<file path="src/rtl/pipeline_sequencer.sv">
// Pipeline control sequencer for the 4-stage core: RAW scoreboard over stages 3/4,
// stall/flush/drain/halt sequencing and the fetch/decode enable and bubble controls.
module pipeline_sequencer #(
  parameter int unsigned WIDTH               = 32,
  parameter int unsigned INSTRACTION_NUMBERS = 16,
  parameter int unsigned REG_ADDR_W          = 5,
  parameter int unsigned CNT_W               = 16
) (
  input  logic                  clk,
  input  logic                  reset,
  input  logic                  start,
  input  logic [WIDTH-1:0]      pc_out,
  input  logic [REG_ADDR_W-1:0] src1_addr,
  input  logic                  src1_used,
  input  logic [REG_ADDR_W-1:0] src2_addr,
  input  logic                  src2_used,
  input  logic [REG_ADDR_W-1:0] dst_addr,
  input  logic                  dst_we,
  input  logic                  is_branch_fault,
  output logic                  is_load_PC,
  output logic                  is_load_for_launch_1_2,
  output logic                  nop_step_2,
  output logic                  nop_step_3,
  output logic                  nop_step_4,
  output logic                  busy,
  output logic                  done,
  output logic [CNT_W-1:0]      stall_count,
  output logic [CNT_W-1:0]      flush_count
);

  typedef enum logic [1:0] {StIdle, StRun, StDrain, StHalt} state_e;

  localparam logic [WIDTH-1:0] PcEnd = WIDTH'(INSTRACTION_NUMBERS);

  state_e                state_q, state_d;
  logic                  sb3_valid_q, sb3_valid_d, sb4_valid_q, sb4_valid_d;
  logic [REG_ADDR_W-1:0] sb3_addr_q, sb3_addr_d, sb4_addr_q, sb4_addr_d;
  logic                  retire_q, retire_d;
  logic [CNT_W-1:0]      stall_cnt_q, stall_cnt_d, flush_cnt_q, flush_cnt_d;
  logic                  busy_q, busy_d, done_q, done_d;
  logic                  src1_hit, src2_hit, hazard, pc_end, stall, flush;

  assign pc_end = (pc_out >= PcEnd);

  assign src1_hit = src1_used && (src1_addr != '0) &&
                    ((sb3_valid_q && (sb3_addr_q == src1_addr)) ||
                     (sb4_valid_q && (sb4_addr_q == src1_addr)));
  assign src2_hit = src2_used && (src2_addr != '0) &&
                    ((sb3_valid_q && (sb3_addr_q == src2_addr)) ||
                     (sb4_valid_q && (sb4_addr_q == src2_addr)));
  assign hazard   = src1_hit || src2_hit;

  always_comb begin
    state_d                = state_q;
    retire_d               = 1'b0;
    stall                  = 1'b0;
    flush                  = 1'b0;
    is_load_PC             = 1'b0;
    is_load_for_launch_1_2 = 1'b0;
    nop_step_2             = 1'b1;
    nop_step_3             = 1'b1;
    nop_step_4             = 1'b1;

    unique case (state_q)
      StIdle: begin
        if (start) state_d = StRun;
      end
      StRun, StDrain: begin
        if (is_branch_fault) begin
          flush                  = 1'b1;
          is_load_PC             = 1'b1;
          is_load_for_launch_1_2 = 1'b1;
          state_d                = StRun;
        end else begin
          if (hazard) begin
            stall      = 1'b1;
            nop_step_2 = (state_q == StDrain);
            nop_step_4 = 1'b0;
          end else begin
            is_load_PC             = (state_q == StRun) && !pc_end;
            is_load_for_launch_1_2 = 1'b1;
            nop_step_2             = (state_q == StDrain);
            nop_step_3             = 1'b0;
            nop_step_4             = 1'b0;
          end
          if (state_q == StRun) begin
            if (pc_end) state_d = StDrain;
          end else if (!sb3_valid_q && !sb4_valid_q) begin
            // Scoreboard empty: wait one extra cycle so stage 4 retires before halting.
            if (retire_q) state_d = StHalt;
            else          retire_d = 1'b1;
          end
        end
      end
      StHalt: ;
      default: state_d = StIdle;
    endcase
  end

  always_comb begin
    sb4_valid_d = sb3_valid_q;
    sb4_addr_d  = sb3_addr_q;
    sb3_valid_d = dst_we && (dst_addr != '0) && !nop_step_2;
    sb3_addr_d  = dst_addr;
    if (flush) begin
      sb3_valid_d = 1'b0;
      sb4_valid_d = 1'b0;
    end else if (stall) begin
      sb3_valid_d = 1'b0;
    end
  end

  always_comb begin
    stall_cnt_d = stall_cnt_q;
    flush_cnt_d = flush_cnt_q;
    if (stall && !(&stall_cnt_q)) stall_cnt_d = stall_cnt_q + 1'b1;
    if (flush && !(&flush_cnt_q)) flush_cnt_d = flush_cnt_q + 1'b1;
    busy_d = (state_d == StRun) || (state_d == StDrain);
    done_d = (state_d == StHalt);
  end

  always_ff @(posedge clk) begin
    if (reset) begin
      state_q     <= StIdle;
      sb3_valid_q <= 1'b0;
      sb3_addr_q  <= '0;
      sb4_valid_q <= 1'b0;
      sb4_addr_q  <= '0;
      retire_q    <= 1'b0;
      stall_cnt_q <= '0;
      flush_cnt_q <= '0;
      busy_q      <= 1'b0;
      done_q      <= 1'b0;
    end else begin
      state_q     <= state_d;
      sb3_valid_q <= sb3_valid_d;
      sb3_addr_q  <= sb3_addr_d;
      sb4_valid_q <= sb4_valid_d;
      sb4_addr_q  <= sb4_addr_d;
      retire_q    <= retire_d;
      stall_cnt_q <= stall_cnt_d;
      flush_cnt_q <= flush_cnt_d;
      busy_q      <= busy_d;
      done_q      <= done_d;
    end
  end

  assign busy        = busy_q;
  assign done        = done_q;
  assign stall_count = stall_cnt_q;
  assign flush_count = flush_cnt_q;

endmodule
</file>
<file path="config.mk">
export PLATFORM = sky130hd
export DESIGN_NAME = pipeline_sequencer
export DESIGN_NICKNAME = d
export VERILOG_FILES = /design/src/rtl/pipeline_sequencer.sv
export SDC_FILE = /design/constraint.sdc
export NUM_CORES = 1
export LEC_CHECK = 0
export BUFFER_PORTS_ARGS = -buffer_cell sky130_fd_sc_hd__clkbuf_2
export CORE_ASPECT_RATIO = 0.9
export CORE_MARGIN = 2
export CORE_UTILIZATION = 50
export CTS_BUF_LIST = sky130_fd_sc_hd__clkbuf_16
export DETAILED_ROUTE_END_ITERATION = 10
export PLACE_DENSITY = 0.81
export SKIP_CTS_REPAIR_TIMING = 1
export SLEW_MARGIN = 20
export SYNTH_ARGS = -nofsm -noshare
export SYNTH_HDL_FRONTEND = slang
export SYNTH_SLANG_ARGS = --single-unit
</file>
<file path="constraint.sdc">
create_clock -name clk -period 5.2 [get_ports clk]
set_input_delay 0 -clock clk [delete_from_list [all_inputs] [get_ports clk]]
set_output_delay 0 -clock clk [all_outputs]
set_load 0.02 [all_outputs]
</file>
==> reports/results.ini <==
[clock_network]
cts_max_path_buffers=2
clk_latency_ns=0.29
cts-root-buf=clkbuf_16
cts.sinks=49
clk_pin_slew_ns=0.06
cts_made_buffers=5
htreeDepth=2
cts_tree=built

[final_layout]
drive_gt1_frac=0.264
fin_util=0.663
fin_nets=439
synthToLayoutAreaGrowth_pct=28.1
num_antenna_cells=0

[timing]
timing.fmax_mhz=385
min_period_over_period=0.500
setup_viol=0
slew_violations=0
min_period_ns=2.60
rsz0062_at_grt=no
fin_tns_setup_ns=0
skew_ns=0.00700
finalHoldViolCount=0
tightest_slew_ns=0.522
relSlewSlack=0.652

[power_and_ir_drop]
finalPower_mw=0.827
pwr-share-clk=0.388
p_comb_frac=0.136
seq_power_share=0.476
p_sw_mw=0.215
p_int_mw=0.612
p_leak_nw=1.38
swShare=0.260
power_density_nw_per_um2=260
ir_drop_v=0.000172

[logic_synthesis]
synth-edff-count=0
async_flop_share=0
synth_nets=346
syn_area_um2=2490
synth.distinct_cells=40
dominantRegCellSynth=dfxtp_1
synth-seq-cells=49
synth_cells=285
synth.avg_cell_area_um2=8.73
synth_warnings=0
seq_area_frac_synth=0.394

[drt]
first_pass_iters=4
wl_per_cell_um=13.1
drt-total-wl_um=5800
num_vias=2356
via_per_inst=5.31
drc=0
drtIter0Drc=83
drtAntennaViolNets=0

[setup_path]
crit_slowest_cell=or4_1
cp.arrival_ns=2.82
startpoint_type=register
crit_chain=inv_1 > ha_1 > and2b_1 > inv_1 > a21oi_1 > nand2_4 > or4_1 > a21oi_1
worstSetupEndpointType=register
path_max_fanout=19
critical_path_class=register to register
required_ns=5.42
max_stage_delay_ns=0.54

[die]
ios=93
die-width_um=78.3
core_um2=4800
dieHeight_um=70.9
initial_core_util=0.518
num_rows=24
die-area_um2=5560

[global_route]
grt_max_degree=54
grt_pass1_vias=2133
grt_pass1_wl_um=9310
track_usage=0.208
overflow=0
antenna_found_initial=0

[outcome]
outcome=complete, no violations

[job]
max_cap_viol_count=0

[worst_hold_path]
hold_path_class=input port to register

[placed_design]
routabilityCongestion=0.804
io_buffer_count=88
post-dp-hpwl_um=4220

-- power groups by stage --
stage | sequential [mW] | clock (mW) | combinational [mW]
after floorplan | 0.405 | 0 | 0.0623
after detailed placement | 0.402 | 0 | 0.109
final | 0.393 | 0.321 | 0.112
after global placement | 0.402 | 0 | 0.107
after CTS | 0.393 | 0.325 | 0.109
after global routing | 0.394 | 0.337 | 0.124
-- sequential cells by signal, summed over array words and instances (netlist names), named ones only --
register,cells
flush_count,16
stall_count,16
sb3_addr_q,5
sb4_addr_q,5
busy,1
done,1
retire_q,1
sb3_valid_q,1
sb4_valid_q,1
state_q,1
-- per-layer routing --
layer / vias up / share of wire / GRT usage
li1: 1199 / - / -
met1: 1095 / 0.46 / 0.253
met2: 56 / 0.48 / 0.369
met3: 6 / 0.047 / 0.0485
met4: 0 / 0.012 / 0.0585
met5: - / 0 / 0
-- layout by cell type (no fill, tap or decap), types with 2 or more instances in the layout --
cell type,n
nor3_1,6
nand3_1,9
a211oi_1,2
nor4_1,9
mux2_1,3
ha_1,7
nand2_1,12
o21a_1,2
clkinvlp_4,2
and4_1,6
o21ai_1,2
xnor2_1,6
o21ai_0,8
or3_1,5
clkbuf_16,5
nor2_1,30
and3_1,5
nor2b_1,20
xor2_1,29
mux2i_1,2
inv_1,10
o31ai_1,5
nand2b_1,2
clkbuf_2,88
nor4b_1,2
nand4_1,11
a32oi_1,2
dlygate4sd3_1,6
or4_1,8
a21oi_1,14
dfxtp_1,49
-- worst max-delay path, delay by kind of cell, from the launching register on --
family | cells | cell delay [ns]
and+or+nand+nor | 3 | 0.97
buffers and inverters | 2 | 0.24
adders and majority gates | 1 | 0.38
AOI/OAI and AO/OA | 2 | 0.53
DFF | 1 | 0.42
-- worst paths after layout --
kind / from / to / slack [ns] / cells past startpoint
worst max-delay path: state_q[0] / stall_count[13] / 2.60 / 8
worst min-delay path: is_branch_fault / sb4_valid_q / 0.001 / 2
worst max register to register: state_q[0] / stall_count[13] / 2.60 / 8
worst min register to register: retire_q / retire_q / 0.45 / 1
-- final cells by class --
type,count,area (µm²)
Clock buffer,5,125
Timing Repair Buffer,95,508
Sequential cell,49,981
Tap cell,65,81.3
Inverter,10,37.5
Fill cell,449,1620
Multi-Input combinational cell,217,1430
Clock inverter,3,18.8
-- synthesized netlist by cell type (3+ instances only) --
master | count | area [µm²]
and3_1 | 5 | 31.3
nand3_1 | 9 | 45.0
mux2_1 | 3 | 33.8
a21oi_1 | 14 | 70.1
nor2_1 | 30 | 113
or3_1 | 5 | 31.3
dfxtp_1 | 49 | 981
inv_1 | 9 | 33.8
xnor2_1 | 6 | 52.6
or4_1 | 8 | 60.1
nor3_1 | 6 | 30.0
xor2_1 | 29 | 254
o21ai_0 | 8 | 40.0
nor4_1 | 9 | 56.3
ha_1 | 7 | 87.6
o31ai_1 | 5 | 37.5
clkbuf_1 | 8 | 30.0
nor2b_1 | 20 | 125
nand2_1 | 12 | 45.0
nand4_1 | 11 | 68.8
and4_1 | 6 | 52.6
-- per-stage QoR --
step | area, µm² | std cells | setup WS, ns | hold WS, ns
2_1_floorplan | 2490 | 285 | 2.94 | 0.0998
3_3_place_gp | 2980 | 430 | 2.68 | 0.230
3_5_place_dp | 2980 | 430 | 2.64 | 0.241
4_1_cts | 3130 | 438 | 2.60 | -0.0595
5_1_grt | 3190 | 444 | 2.38 | 0.0159
6_report | 3190 | 444 | 2.60 | 0.000989
-- cells by family after synthesis --
| kind of cell | Yosys count | synth area share |
|---|---|---|
| xor+xnor | 35 | 0.123 |
| flops | 49 | 0.394 |
| simple gates | 129 | 0.289 |
| fa+ha+maj | 7 | 0.0352 |
| mux | 5 | 0.0216 |
| buf+inv | 19 | 0.0292 |
| compound gates | 41 | 0.107 |
Note: power is estimated with default switching activity, not from simulation.
